`config.mk`:
```
export PLATFORM = sky130hd
export DESIGN_NAME = dz_seq_ctrl
export DESIGN_NICKNAME = d
export VERILOG_FILES = /design/src/rtl/dz_seq_ctrl.sv
export SDC_FILE = /design/constraint.sdc
export NUM_CORES = 1
export LEC_CHECK = 0
export ABC_AREA = 1
export CAP_MARGIN = 20
export CORE_UTILIZATION = 58
export CTS_BUF_LIST = sky130_fd_sc_hd__clkbuf_4
export CTS_CLUSTER_SIZE = 40
export DETAILED_ROUTE_END_ITERATION = 8
export GPL_TIMING_DRIVEN = 0
export PLACE_DENSITY = 0.78
export SYNTH_ARGS = -nofsm -noshare
export SYNTH_HDL_FRONTEND = slang
export SYNTH_SLANG_ARGS = --single-unit
```
`constraint.sdc`:
```
create_clock -name clk_i -period 1.75 [get_ports clk_i]
set_input_delay 0.4375 -clock clk_i [delete_from_list [all_inputs] [get_ports clk_i]]
set_output_delay 0.4375 -clock clk_i [all_outputs]
set_load 0.01 [all_outputs]
```
`src/rtl/dz_seq_ctrl.sv`:
```
// Countdown sequencer for the dot-matrix display: debounced start/pause keys drive
// num from START_NUM down to 1, hold the final symbol, then blank.
module dz_seq_ctrl #(
  parameter int unsigned TICK_DIV  = 1000,
  parameter int unsigned DB_CYCLES = 20,
  parameter int unsigned START_NUM = 4,
  parameter int unsigned DONE_HOLD = 3
) (
  input  logic       clk_i,
  input  logic       rst_i,
  input  logic       key_start_i,
  input  logic       key_pause_i,
  output logic [2:0] num_o,
  output logic       running_o,
  output logic       done_o
);

  localparam int unsigned TickW    = $clog2(TICK_DIV);
  localparam logic [TickW-1:0] TickLast = TickW'(TICK_DIV - 1);
  localparam logic [7:0] DbLast   = 8'(DB_CYCLES - 1);
  localparam logic [7:0] HoldLast = 8'(DONE_HOLD - 1);
  localparam logic [2:0] StartNum = 3'(START_NUM);

  typedef enum logic [1:0] {StIdle, StRun, StPause, StDone} state_e;

  // Bit 0 is the start key, bit 1 the pause key.
  logic [1:0]      key_raw;
  logic [1:0]      sync1_q, sync2_q;
  logic [1:0]      level_q, level_d;
  logic [1:0]      press_q, press_d;
  logic [1:0][7:0] db_cnt_q, db_cnt_d;

  state_e           state_q, state_d;
  logic [TickW-1:0] tick_q, tick_d, tick_inc;
  logic [7:0]       hold_q, hold_d;
  logic [2:0]       num_q, num_d;
  logic             tick_wrap, start_p, pause_p;

  assign key_raw = {key_pause_i, key_start_i};
  assign start_p = press_q[0];
  assign pause_p = press_q[1];

  always_comb begin
    db_cnt_d = db_cnt_q;
    level_d  = level_q;
    press_d  = '0;
    for (int k = 0; k < 2; k++) begin
      if (sync2_q[k] != level_q[k]) begin
        if (db_cnt_q[k] == DbLast) begin
          level_d[k]  = sync2_q[k];
          db_cnt_d[k] = '0;
          press_d[k]  = sync2_q[k];
        end else begin
          db_cnt_d[k] = db_cnt_q[k] + 8'd1;
        end
      end else begin
        db_cnt_d[k] = '0;
      end
    end
  end

  always_ff @(posedge clk_i or posedge rst_i) begin
    if (rst_i) begin
      sync1_q  <= '0;
      sync2_q  <= '0;
      level_q  <= '0;
      press_q  <= '0;
      db_cnt_q <= '0;
    end else begin
      sync1_q  <= key_raw;
      sync2_q  <= sync1_q;
      level_q  <= level_d;
      press_q  <= press_d;
      db_cnt_q <= db_cnt_d;
    end
  end

  assign tick_wrap = (tick_q == TickLast);
  assign tick_inc  = tick_wrap ? '0 : tick_q + 1'b1;

  always_comb begin
    state_d = state_q;
    tick_d  = tick_q;
    hold_d  = hold_q;
    num_d   = num_q;
    if (start_p) begin
      // Start restarts from any state and wins over pause and a coincident step.
      state_d = StRun;
      num_d   = StartNum;
      tick_d  = '0;
    end else begin
      unique case (state_q)
        StIdle: ;
        StRun: begin
          if (pause_p) begin
            state_d = StPause;
          end else begin
            tick_d = tick_inc;
            if (tick_wrap) begin
              if (num_q > 3'd1) begin
                num_d = num_q - 3'd1;
              end else begin
                state_d = StDone;
                hold_d  = '0;
              end
            end
          end
        end
        StPause: begin
          if (pause_p) state_d = StRun;
        end
        StDone: begin
          tick_d = tick_inc;
          if (tick_wrap) begin
            if (hold_q == HoldLast) begin
              state_d = StIdle;
              num_d   = '0;
              tick_d  = '0;
            end else begin
              hold_d = hold_q + 8'd1;
            end
          end
        end
      endcase
    end
  end

  always_ff @(posedge clk_i or posedge rst_i) begin
    if (rst_i) begin
      state_q <= StIdle;
      tick_q  <= '0;
      hold_q  <= '0;
      num_q   <= '0;
    end else begin
      state_q <= state_d;
      tick_q  <= tick_d;
      hold_q  <= hold_d;
      num_q   <= num_d;
    end
  end

  assign num_o     = num_q;
  assign running_o = (state_q == StRun);
  assign done_o    = (state_q == StDone);

endmodule

```
==> results of run 1 <==
-- flip-flops by register name, indices dropped and copies added, names as in the netlist --
| register | cells |
|---|---|
| state_q | 2 |
| tick_q | 10 |
| num_o | 3 |
| press_q | 2 |
| sync2_q | 2 |
| hold_q | 8 |
| db_cnt_q | 16 |
| sync1_q | 2 |
| level_q | 2 |
-- through the flow --
step	worst slack, ns	area [sq um]	total power, mW	cells
floorplan	0.196	2570	2.43	331
global placement	-0.718	2720	2.76	389
detailed placement	-0.117	2740	2.80	390
CTS	0.0169	2910	3.78	404
global route	0.00262	2950	4.15	409
finish	0.0723	2950	3.88	409
-- kinds of logic (layout without fill, tap and decap cells) --
logic type,Yosys count,count (layout)
flops,47,47
xor+xnor,9,9
fa+ha+maj,6,6
simple gates,197,197
buf+inv,47,75
compound gates,25,25
-- repair_timing --
action                                  CTS  global route
hold endpoints to repair                  0             0
pin swaps                                 2             2
hold buffers                              0             0
gates cloned                              0             0
gates resized for setup                  11             5
endpoints found under the setup margin    5            14
buffers inserted                          6             5
-- report_power, final --
part           leakage [nW]  total, mW  switching [mW]  internal (mW)
clock network        0.0559      0.817           0.356          0.461
registers             0.621       1.41           0.158           1.26
logic                 0.824       1.65           0.969          0.678
-- cell type report --
class                      instances  share of cell area (%)
clock buffer                       6                    1.53
buffer                             3                   0.721
inverter                          44                    5.69
timing repair buffer              20                    6.32
sequential                        47                    39.9
multi-input combinational        237                    41.7
tap                               50                    2.12
clock inverter                     2                    2.04
-- worst paths after layout --
check / slack, ns / to / cells past startpoint / startpoint
max in group asynchronous: 1.03 / state_q[0] / 3 / rst_i
worst max-delay path: 0.07 / running_o / 3 / state_q[1]
worst min-delay path: 0.26 / db_cnt_q[7] / 2 / rst_i
worst min register to register: 0.37 / sync2_q[0] / 0 / sync1_q[0]
min in group clk_i: 0.37 / sync2_q[0] / 0 / sync1_q[0]
worst max register to register: 0.15 / hold_q[2] / 8 / tick_q[0]
-- metal layers --
layer	vias to the layer above	share of wire, %
met4	0	1.9
met5	-	0
met1	999	47
li1	1110	-
met3	7	4.5
met2	52	47
-- synthesized netlist by cell type (2+ instances only) --
| library cell | instances | area, sq um |
|---|---|---|
| sky130_fd_sc_hd__nor3_1 | 8 | 40.0 |
| sky130_fd_sc_hd__nand2_1 | 79 | 297 |
| sky130_fd_sc_hd__ha_1 | 6 | 75.1 |
| sky130_fd_sc_hd__nor3b_1 | 3 | 22.5 |
| sky130_fd_sc_hd__o21ai_0 | 11 | 55.1 |
| sky130_fd_sc_hd__nand2_2 | 3 | 18.8 |
| sky130_fd_sc_hd__o21ai_1 | 2 | 10.0 |
| sky130_fd_sc_hd__nand4_1 | 12 | 75.1 |
| sky130_fd_sc_hd__o21a_1 | 3 | 22.5 |
| sky130_fd_sc_hd__a21oi_1 | 6 | 30.0 |
| sky130_fd_sc_hd__dfrtp_1 | 47 | 1180 |
| sky130_fd_sc_hd__nor2_1 | 50 | 188 |
| sky130_fd_sc_hd__nor2_4 | 4 | 45.0 |
| sky130_fd_sc_hd__inv_2 | 4 | 15.0 |
| sky130_fd_sc_hd__nand3_1 | 32 | 160 |
| sky130_fd_sc_hd__inv_1 | 40 | 150 |
| sky130_fd_sc_hd__xor2_1 | 5 | 43.8 |
| sky130_fd_sc_hd__xnor2_1 | 4 | 35.0 |
-- worst max-delay path, cell delays in order (launching register included) --
cell                              delay [ns]
sky130_fd_sc_hd__dfrtp_1                0.40
sky130_fd_sc_hd__buf_6                  0.14
sky130_fd_sc_hd__nor2_4                 0.09
sky130_fd_sc_hd__clkdlybuf4s15_2        0.23
==> impl_metrics.yaml, run 1 <==
sta:
  finalCritPeriodShare_pct: 95.9
  unrepaired_setup_endpoints_after_global_routing: "no"
  setup_total_negative_slack_ns: 0
  finalWorstPathRequiredPeriod_ns: 1.68
  fin_worst_skew_ns: 0.0159
  fin_hold_ws_ns: 0.263
  setup_viol: 0
  fmaxAchievable_ghz: 0.596
  slew_viol_final: 0
  hold_violations: 0
  maxSlewHeadroom_pct: 64.6
  worst_pin_slew_ns: 0.527
critical_path:
  critPathRequiredTime_ns: 1.31
  critPathMaxFanout: 8
  critical_path.endpoint_type: "output port"
  crit_arrival_ns: 1.24
  timing.critical_path.from_type: "flop"
  timing_worst_setup_path_type: "reg2out"
synthesis:
  post_synth_and_or_nand_nor_area_fraction_pct: 35.1
  synth_ff_type: "sky130_fd_sc_hd__dfrtp_1"
  main_combinational_cell_family_by_area_after_synthesis: "simple AND/OR/NAND/NOR gates"
  synth_compound_gate_area_share_pct: 6.13
  postSynthAreaPerCell_sq_um: 7.78
  post_synth_instance_area_sq_um: 2570
  yosys.area_share.xor_xnor_pct: 3.06
  seq_area_frac_synth_pct: 45.7
  synth.net_count: 341
  syn-instance-count: 331
  yosysWarningCount: 0
  asyncSetResetFlopFracSynth_pct: 100
  synth_adder_area_share_pct: 2.92
  ys_ff_latch: 47
  post_synth_num_cell_types: 30
  synth_enable_flop_cells: 0
  post_synth_mux_area_share_pct: 0
global_routing:
  grt_antenna_before_repair: 0
  grtUsageMet3_pct: 3.62
  grt_pass1_vias: 1922
  met1_usage_pct: 30.6
  gr_ovfl_total: 0
  grt_max_degree: 42
  global_route_wire_length_before_repair_um: 8160
  groute.layer.met2.usage_pct: 38.8
  gr_peak_layer: "met2"
  grt_total_usage_pct: 23.7
floorplan:
  dieWidth_um: 68.6
  die_area_sq_um: 4710
  io_pins: 9
  die_y_um: 68.6
  placement_rows: 23
  initial_util_pct: 62.5
  core_area_sq_um: 4120
pwr:
  power_density_nw_per_um2: 1320
  static-leakage-power_nw: 1.50
  power.ir.vdd_worst_mv: 0.673
detailed_routing:
  dr.first_iter.drc_count: 188
  number_of_iterations_in_the_first_detailed_routing_pass: 5
  postRouteWirelength_um: 4830
  route.vias.total: 2168
  detail-route-antenna-nets: 0
  drcViolationCount: 0
  route.detailed.wl_per_inst_um: 11.8
  viasPerCell: 5.30
finish:
  count_of_antenna_diodes_in_the_layout: 0
  layout.cells.most_common_list: "sky130_fd_sc_hd__nand2_1, sky130_fd_sc_hd__nor2_1, sky130_fd_sc_hd__dfrtp_1"
  final-seq-area_sq_um: 1180
  layout.cells.most_common: "sky130_fd_sc_hd__nand2_1"
  post_route_cells_drive_above_1_share_pct: 12.8
  layout.filler_cells: 338
  multi_input_comb_area_sq_um: 1230
  postLayoutCoreUtil_pct: 71.7
  area.growth.synth_to_final_pct: 14.6
  fin_nets: 368
place:
  routabilityCongestion: 0.862
  hpwlAfterDp_um: 3200
  port-buffer-count: 8
run:
  cap_violations: 0
clock_tree:
  clock_tree.root_cell: "sky130_fd_sc_hd__clkbuf_4"
  cts_tree: "yes"
  cts_sinks: 47
  worst_setup_hold_path_clk_slew_ns: 0.14
  clk_latency_ns: 0.38
  clock_buffer_count_from_cts: 5
  clock_tree.htree_level_count: 2
  clk_path_buf_depth: 2
worst_hold_path:
  worstHoldPathType: "in2async"
status:
  status: "completed"
Power figures use the tool's default switching activity.
==> run 2: changes to the inputs <==
==> constraint.sdc (replaced) <==
create_clock -name clk_i -period 1.75 [get_ports clk_i]
set_input_delay 0.4375 -clock clk_i [delete_from_list [all_inputs] [get_ports clk_i]]
set_output_delay 0.4375 -clock clk_i [all_outputs]
set_load 0.005 [all_outputs]
==> run 2 against run 1 <==
Against the previous run:
- count of clock-buffer cells in the layout unchanged
- combinational power shrank 2%
- clock skew up 0.00073 ns
- clock power barely moved
- sequential share of layout area increased by 0.085 points
- non-clock buffer count shrank 1
- first-iteration DRC count down 5.3%
- maximum frequency is 0.67% lower
- sequential power about the same
- critical path depth rose by 1
- hold slack gained 0.0011 ns
- worst setup slack worse by 0.011 ns
- highest routed layer unchanged
==> impl_metrics.yaml, run 2 (synthesis results as in run 1) <==
critical_path:
  critPathRequiredTime_ns: 1.31
  crit_arrival_ns: 1.25
  critPathMaxFanout: 10
  timing.critical_path.from_type: "flop"
  critical_path.endpoint_type: "output port"
  timing_worst_setup_path_type: "reg2out"
finish:
  largest_register_ffs: 16
  count_of_antenna_diodes_in_the_layout: 0
  stdcell_count: 408
  area.growth.synth_to_final_pct: 14.3
  layout.cells.most_common_list: "sky130_fd_sc_hd__nand2_1, sky130_fd_sc_hd__nor2_1, sky130_fd_sc_hd__dfrtp_1"
  layout.filler_cells: 339
  fin_nets: 367
  layout.cells.most_common: "sky130_fd_sc_hd__nand2_1"
  largestRegisters: "db_cnt_q x16, tick_q x10, hold_q x8"
  post_route_cells_drive_above_1_share_pct: 12.3
  register_containing_the_most_flip_flops_in_the_final_layout: "db_cnt_q"
floorplan:
  io_pins: 9
  dieWidth_um: 68.6
  core_area_sq_um: 4120
  placement_rows: 23
  initial_util_pct: 62.5
  die_area_sq_um: 4710
  die_y_um: 68.6
global_routing:
  grt_max_degree: 42
  gr_ovfl_total: 0
  grt_pass1_vias: 1914
  grt_antenna_before_repair: 0
  global_route_wire_length_before_repair_um: 8210
  grt_total_usage_pct: 23.8
detailed_routing:
  drcViolationCount: 0
  postRouteWirelength_um: 4860
  detail-route-antenna-nets: 0
  viasPerCell: 5.30
  route.detailed.wl_per_inst_um: 11.9
  dr.first_iter.drc_count: 178
  route.vias.total: 2163
  number_of_iterations_in_the_first_detailed_routing_pass: 4
clock_tree:
  clock_buffer_count_from_cts: 5
  clk_path_buf_depth: 2
  worst_setup_hold_path_clk_slew_ns: 0.14
  clk_latency_ns: 0.38
  cts_tree: "yes"
  cts_sinks: 47
  clock_tree.htree_level_count: 2
  clock_tree.root_cell: "sky130_fd_sc_hd__clkbuf_4"
status:
  status: "completed"
pwr:
  p_switching_mw: 1.47
  design_internal_power_mw: 2.39
  p_sw_share_pct: 38.0
  power_density_nw_per_um2: 1310
  share_seq_of_total_power_pct: 37.2
  power.share.combinational_pct: 41.7
  power.ir.vdd_worst_mv: 0.652
  clock_network_fraction_of_total_power_pct: 21.1
  static-leakage-power_nw: 1.47
sta:
  maxSlewHeadroom_pct: 64.3
  hold_violations: 0
  finalCritPeriodShare_pct: 96.5
  fmaxAchievable_ghz: 0.592
  finalWorstPathRequiredPeriod_ns: 1.69
  slew_viol_final: 0
  fin_hold_ws_ns: 0.264
  setup_viol: 0
  fin_worst_skew_ns: 0.0166
  worst_pin_slew_ns: 0.533
worst_hold_path:
  worstHoldPathType: "in2async"
place:
  hpwlAfterDp_um: 3200
  port-buffer-count: 8
  place.detailed.instances: 390
  routabilityCongestion: 0.862
run:
  cap_violations: 0
==> run 2: cell count changes in the layout (fill, tap and decap cells not counted) <==
| cell | delta |
|---|---|
| sky130_fd_sc_hd__buf_4 | -1 |
| sky130_fd_sc_hd__clkdlybuf4s50_1 | +2 |
| sky130_fd_sc_hd__clkdlybuf4s15_1 | +1 |
| sky130_fd_sc_hd__inv_8 | +1 |
| sky130_fd_sc_hd__clkdlybuf4s15_2 | -1 |
| sky130_fd_sc_hd__inv_2 | -1 |
| sky130_fd_sc_hd__dlymetal6s2s_1 | -2 |
==> run 2: through the flow <==
| stage | util (%) | power (mW) | TNS (ns) | setup slack [ns] | instance area [sq um] |
|---|---|---|---|---|---|
| 6_report | 71.5 | 3.86 | 0 | 0.0609 | 2940 |
| 5_1_grt | 71.5 | 4.13 | -0.00825 | -0.00825 | 2940 |
| 4_1_cts | 70.8 | 3.77 | 0 | 0.0304 | 2910 |
| 3_5_place_dp | 66.5 | 2.78 | -0.0814 | -0.0814 | 2740 |
| 3_3_place_gp | 66.0 | 2.74 | -33.77 | -0.718 | 2720 |
| 2_1_floorplan | - | 2.41 | 0 | 0.196 | 2570 |
==> run 2: what timing repair did <==
item / in CTS / in global routing
gates resized for setup: 12 / 4
cloned: 0 / 0
setup endpoints to repair: 4 / 11
hold buffers: 0 / 0
buffers inserted: 6 / 4
pin swaps: 1 / 2
==> run 2: per-layer routing <==
layer  track usage (%)  wire (um)
met4              11.2         91
met3              3.62        156
met5                 0          0
met1              30.9       2370
met2              38.8       2240
==> run 2: worst paths after layout <==
path | from | to | slack [ns] | depth (start not counted)
max | state_q[1] | done_o | 0.06 | 4
min | rst_i | db_cnt_q[7] | 0.26 | 2
max reg2reg | tick_q[0] | hold_q[2] | 0.11 | 8
min reg2reg | sync1_q[0] | sync2_q[0] | 0.37 | 0
max in group asynchronous | rst_i | db_cnt_q[13] | 1.03 | 3
min in group clk_i | sync1_q[0] | sync2_q[0] | 0.37 | 0
==> run 2: worst max-delay path, cell delays in order, from the launching register on <==
cell	delay, ns
sky130_fd_sc_hd__dfrtp_1	0.40
sky130_fd_sc_hd__buf_6	0.14
sky130_fd_sc_hd__nand2_8	0.11
sky130_fd_sc_hd__inv_8	0.03
sky130_fd_sc_hd__clkdlybuf4s15_1	0.19
==> run 2: final cells by class <==
| type | count | area [sq um] | share of cell area, % |
|---|---|---|---|
| multi-input combinational | 237 | 1230 | 41.8 |
| clock buffer | 6 | 45.0 | 1.53 |
| inverter | 44 | 175 | 5.95 |
| sequential | 47 | 1180 | 40.0 |
| clock inverter | 2 | 60.1 | 2.04 |
| buffer | 3 | 21.3 | 0.723 |
| timing repair buffer | 19 | 173 | 5.87 |
| tap | 50 | 62.6 | 2.13 |
==> run 2: power by group through the flow <==
stage | logic, mW | registers, mW | clock network [mW]
2_1_floorplan | 0.990 | 1.42 | 0
3_3_place_gp | 1.30 | 1.44 | 0
3_5_place_dp | 1.34 | 1.44 | 0
4_1_cts | 1.51 | 1.43 | 0.836
5_1_grt | 1.81 | 1.46 | 0.866
6_report | 1.61 | 1.44 | 0.815
==> run 3: changes to the inputs <==
--- a/config.mk
+++ b/config.mk
@@ -7,12 +7,12 @@
 export LEC_CHECK = 0
 export ABC_AREA = 1
 export CAP_MARGIN = 20
-export CORE_UTILIZATION = 58
+export CORE_UTILIZATION = 40
 export CTS_BUF_LIST = sky130_fd_sc_hd__clkbuf_4
 export CTS_CLUSTER_SIZE = 40
 export DETAILED_ROUTE_END_ITERATION = 8
 export GPL_TIMING_DRIVEN = 0
-export PLACE_DENSITY = 0.78
+export PLACE_DENSITY = 0.58
 export SYNTH_ARGS = -nofsm -noshare
 export SYNTH_HDL_FRONTEND = slang
 export SYNTH_SLANG_ARGS = --single-unit
==> run 3 against run 2 <==
Against the previous run:
- maximum frequency fell by 0.43%
- critical path type unchanged
- largest cell class unchanged
- utilization down 23 points
- critical endpoint is now num_o[0]
- non-clock buffer count grew 4
==> impl_metrics.yaml, run 3 (synthesis results as in run 1) <==
status:
  status: "completed"
sta:
  maxSlewHeadroom_pct: 62.1
  fmaxAchievable_ghz: 0.589
  worst_pin_slew_ns: 0.563
  hold_violations: 0
  setup_viol: 0
  finalCritPeriodShare_pct: 96.9
  setup_total_negative_slack_ns: 0
  fin_worst_skew_ns: 0.0228
  finalWorstPathRequiredPeriod_ns: 1.70
  slew_viol_final: 0
  unrepaired_setup_endpoints_after_global_routing: "no"
critical_path:
  critical_path.endpoint_type: "output port"
  path_cells: "clkdlybuf4s50_1"
  r2r_cells: 8
  worst-path-stages: 1
  crit_slowest_cell: "sky130_fd_sc_hd__clkdlybuf4s50_1"
  timing.critical_path.slowest_cell_delay_ns: 0.51
  timing_worst_setup_path_type: "reg2out"
  family_with_the_most_delay_on_the_worst_path: "buffers and inverters"
  timing.critical_path.from_type: "flop"
  critPathRequiredTime_ns: 1.31
  reg2reg_setup_slack_ns: 0.15
  critPathMaxFanout: 3
  crit_arrival_ns: 1.26
  cp.buffers_inverters: 1
place:
  routabilityCongestion: 0.782
  hpwlAfterDp_um: 3360
  port-buffer-count: 8
pwr:
  p_sw_share_pct: 40.1
  power.share.combinational_pct: 47.2
  power.ir.vdd_worst_mv: 0.720
  p_switching_mw: 1.45
  share_seq_of_total_power_pct: 38.9
  static-leakage-power_nw: 1.46
  clock_network_fraction_of_total_power_pct: 13.8
  power_density_nw_per_um2: 1220
  design_internal_power_mw: 2.16
clock_tree:
  clock_tree.htree_level_count: 2
  clk_latency_ns: 0.36
  holdBufCountCts: 0
  cts_sinks: 47
  cts_tree: "yes"
  worst_setup_hold_path_clk_slew_ns: 0.13
  clk_path_buf_depth: 2
  clock_buffer_count_from_cts: 5
  clock_tree.root_cell: "sky130_fd_sc_hd__clkbuf_4"
detailed_routing:
  viasPerCell: 4.80
  detail-route-antenna-nets: 0
  postRouteWirelength_um: 4860
  route.vias.total: 2096
  number_of_iterations_in_the_first_detailed_routing_pass: 4
  route.detailed.wl_per_inst_um: 11.1
  dr.first_iter.drc_count: 59
  drcViolationCount: 0
floorplan:
  die_area_sq_um: 6760
  die_y_um: 82.2
  placement_rows: 28
  core_area_sq_um: 6060
  dieWidth_um: 82.2
  io_pins: 9
  initial_util_pct: 42.5
finish:
  largest_register_ffs: 16
  count_of_antenna_diodes_in_the_layout: 0
  fin_nets: 371
  postLayoutCoreUtil_pct: 48.8
  register_containing_the_most_flip_flops_in_the_final_layout: "db_cnt_q"
  layout.filler_cells: 595
  layout.cells.most_common: "sky130_fd_sc_hd__nand2_1"
  largestRegisters: "db_cnt_q x16, tick_q x10, hold_q x8"
  post_route_cells_drive_above_1_share_pct: 13.0
  area.growth.synth_to_final_pct: 14.9
  layout.cells.most_common_list: "sky130_fd_sc_hd__nand2_1, sky130_fd_sc_hd__nor2_1, sky130_fd_sc_hd__dfrtp_1"
global_routing:
  global_route_wire_length_before_repair_um: 8580
  grt_pass1_vias: 1961
  gr_ovfl_total: 0
  grt_total_usage_pct: 16.5
  grt_max_degree: 39
  grt_antenna_before_repair: 0
worst_hold_path:
  worstHoldPathType: "in2async"
run:
  cap_violations: 0
run 3: cell types whose count changed in the layout (fill, tap and decap cells not counted), sizes merged:
cell | before | now
buf | 13 | 18
clkdlybuf4s50 | 5 | 6
bufinv | 2 | 0
dlymetal6s2s | 1 | 0
clkinv | 0 | 2
clkbuf | 8 | 7
run 3: per-layer routing:
metal | vias up | global-route usage, % | share of wire [%] | wire (um)
li1 | 1121 | - | - | -
met1 | 943 | 21.5 | 53 | 2560
met2 | 28 | 27.3 | 43 | 2110
met3 | 4 | 3.52 | 2.8 | 136
met4 | 0 | 5.09 | 1.2 | 56
met5 | - | 0 | 0 | 0
run 3: through the flow:
step	hold slack (ns)	cell area, sq um	worst slack, ns	power [mW]	cells
2_1_floorplan	0.331	2570	0.196	2.41	331
3_3_place_gp	0.333	2750	-0.796	2.77	414
3_5_place_dp	0.338	2770	-0.112	2.80	415
4_1_cts	0.296	2890	0.00726	3.49	429
5_1_grt	0.333	2960	0.00192	3.91	437
6_report	0.319	2960	0.0536	3.61	437
run 3: power by group through the flow:
stage          Combinational, mW  Sequential, mW  Clock (mW)
4_1_cts                     1.54            1.41       0.542
3_5_place_dp                1.35            1.45           0
5_1_grt                     1.91            1.43       0.567
3_3_place_gp                1.32            1.45           0
6_report                    1.70            1.40       0.499
2_1_floorplan              0.990            1.42           0
run 3: final timing paths:
kind / startpoint / to
setup / recovery: num_o[0] / num_o[0]
hold / removal: rst_i / sync1_q[0]
setup reg to reg: tick_q[1] / hold_q[0]
hold reg to reg: sync1_q[0] / sync2_q[0]
max in group asynchronous: rst_i / db_cnt_q[7]
min in group clk_i: sync1_q[0] / sync2_q[0]
run 3: layout make-up:
cell class / count / area (sq um) / area share, %
Multi-Input combinational cell: 237 / 1230 / 41.7
Sequential cell: 47 / 1180 / 39.8
Timing Repair Buffer: 23 / 208 / 7.02
Inverter: 44 / 173 / 5.84
Tap cell: 75 / 93.8 / 3.17
Clock buffer: 6 / 45.0 / 1.52
Buffer: 3 / 21.3 / 0.719
Clock inverter: 2 / 7.51 / 0.254
run 3: what timing repair did:
| item | CTS | global route |
|---|---|---|
| gates resized for setup | 14 | 3 |
| cloned | 0 | 0 |
| setup buffers | 6 | 8 |
| pin swaps | 2 | 3 |
| setup endpoints to repair | 3 | 15 |
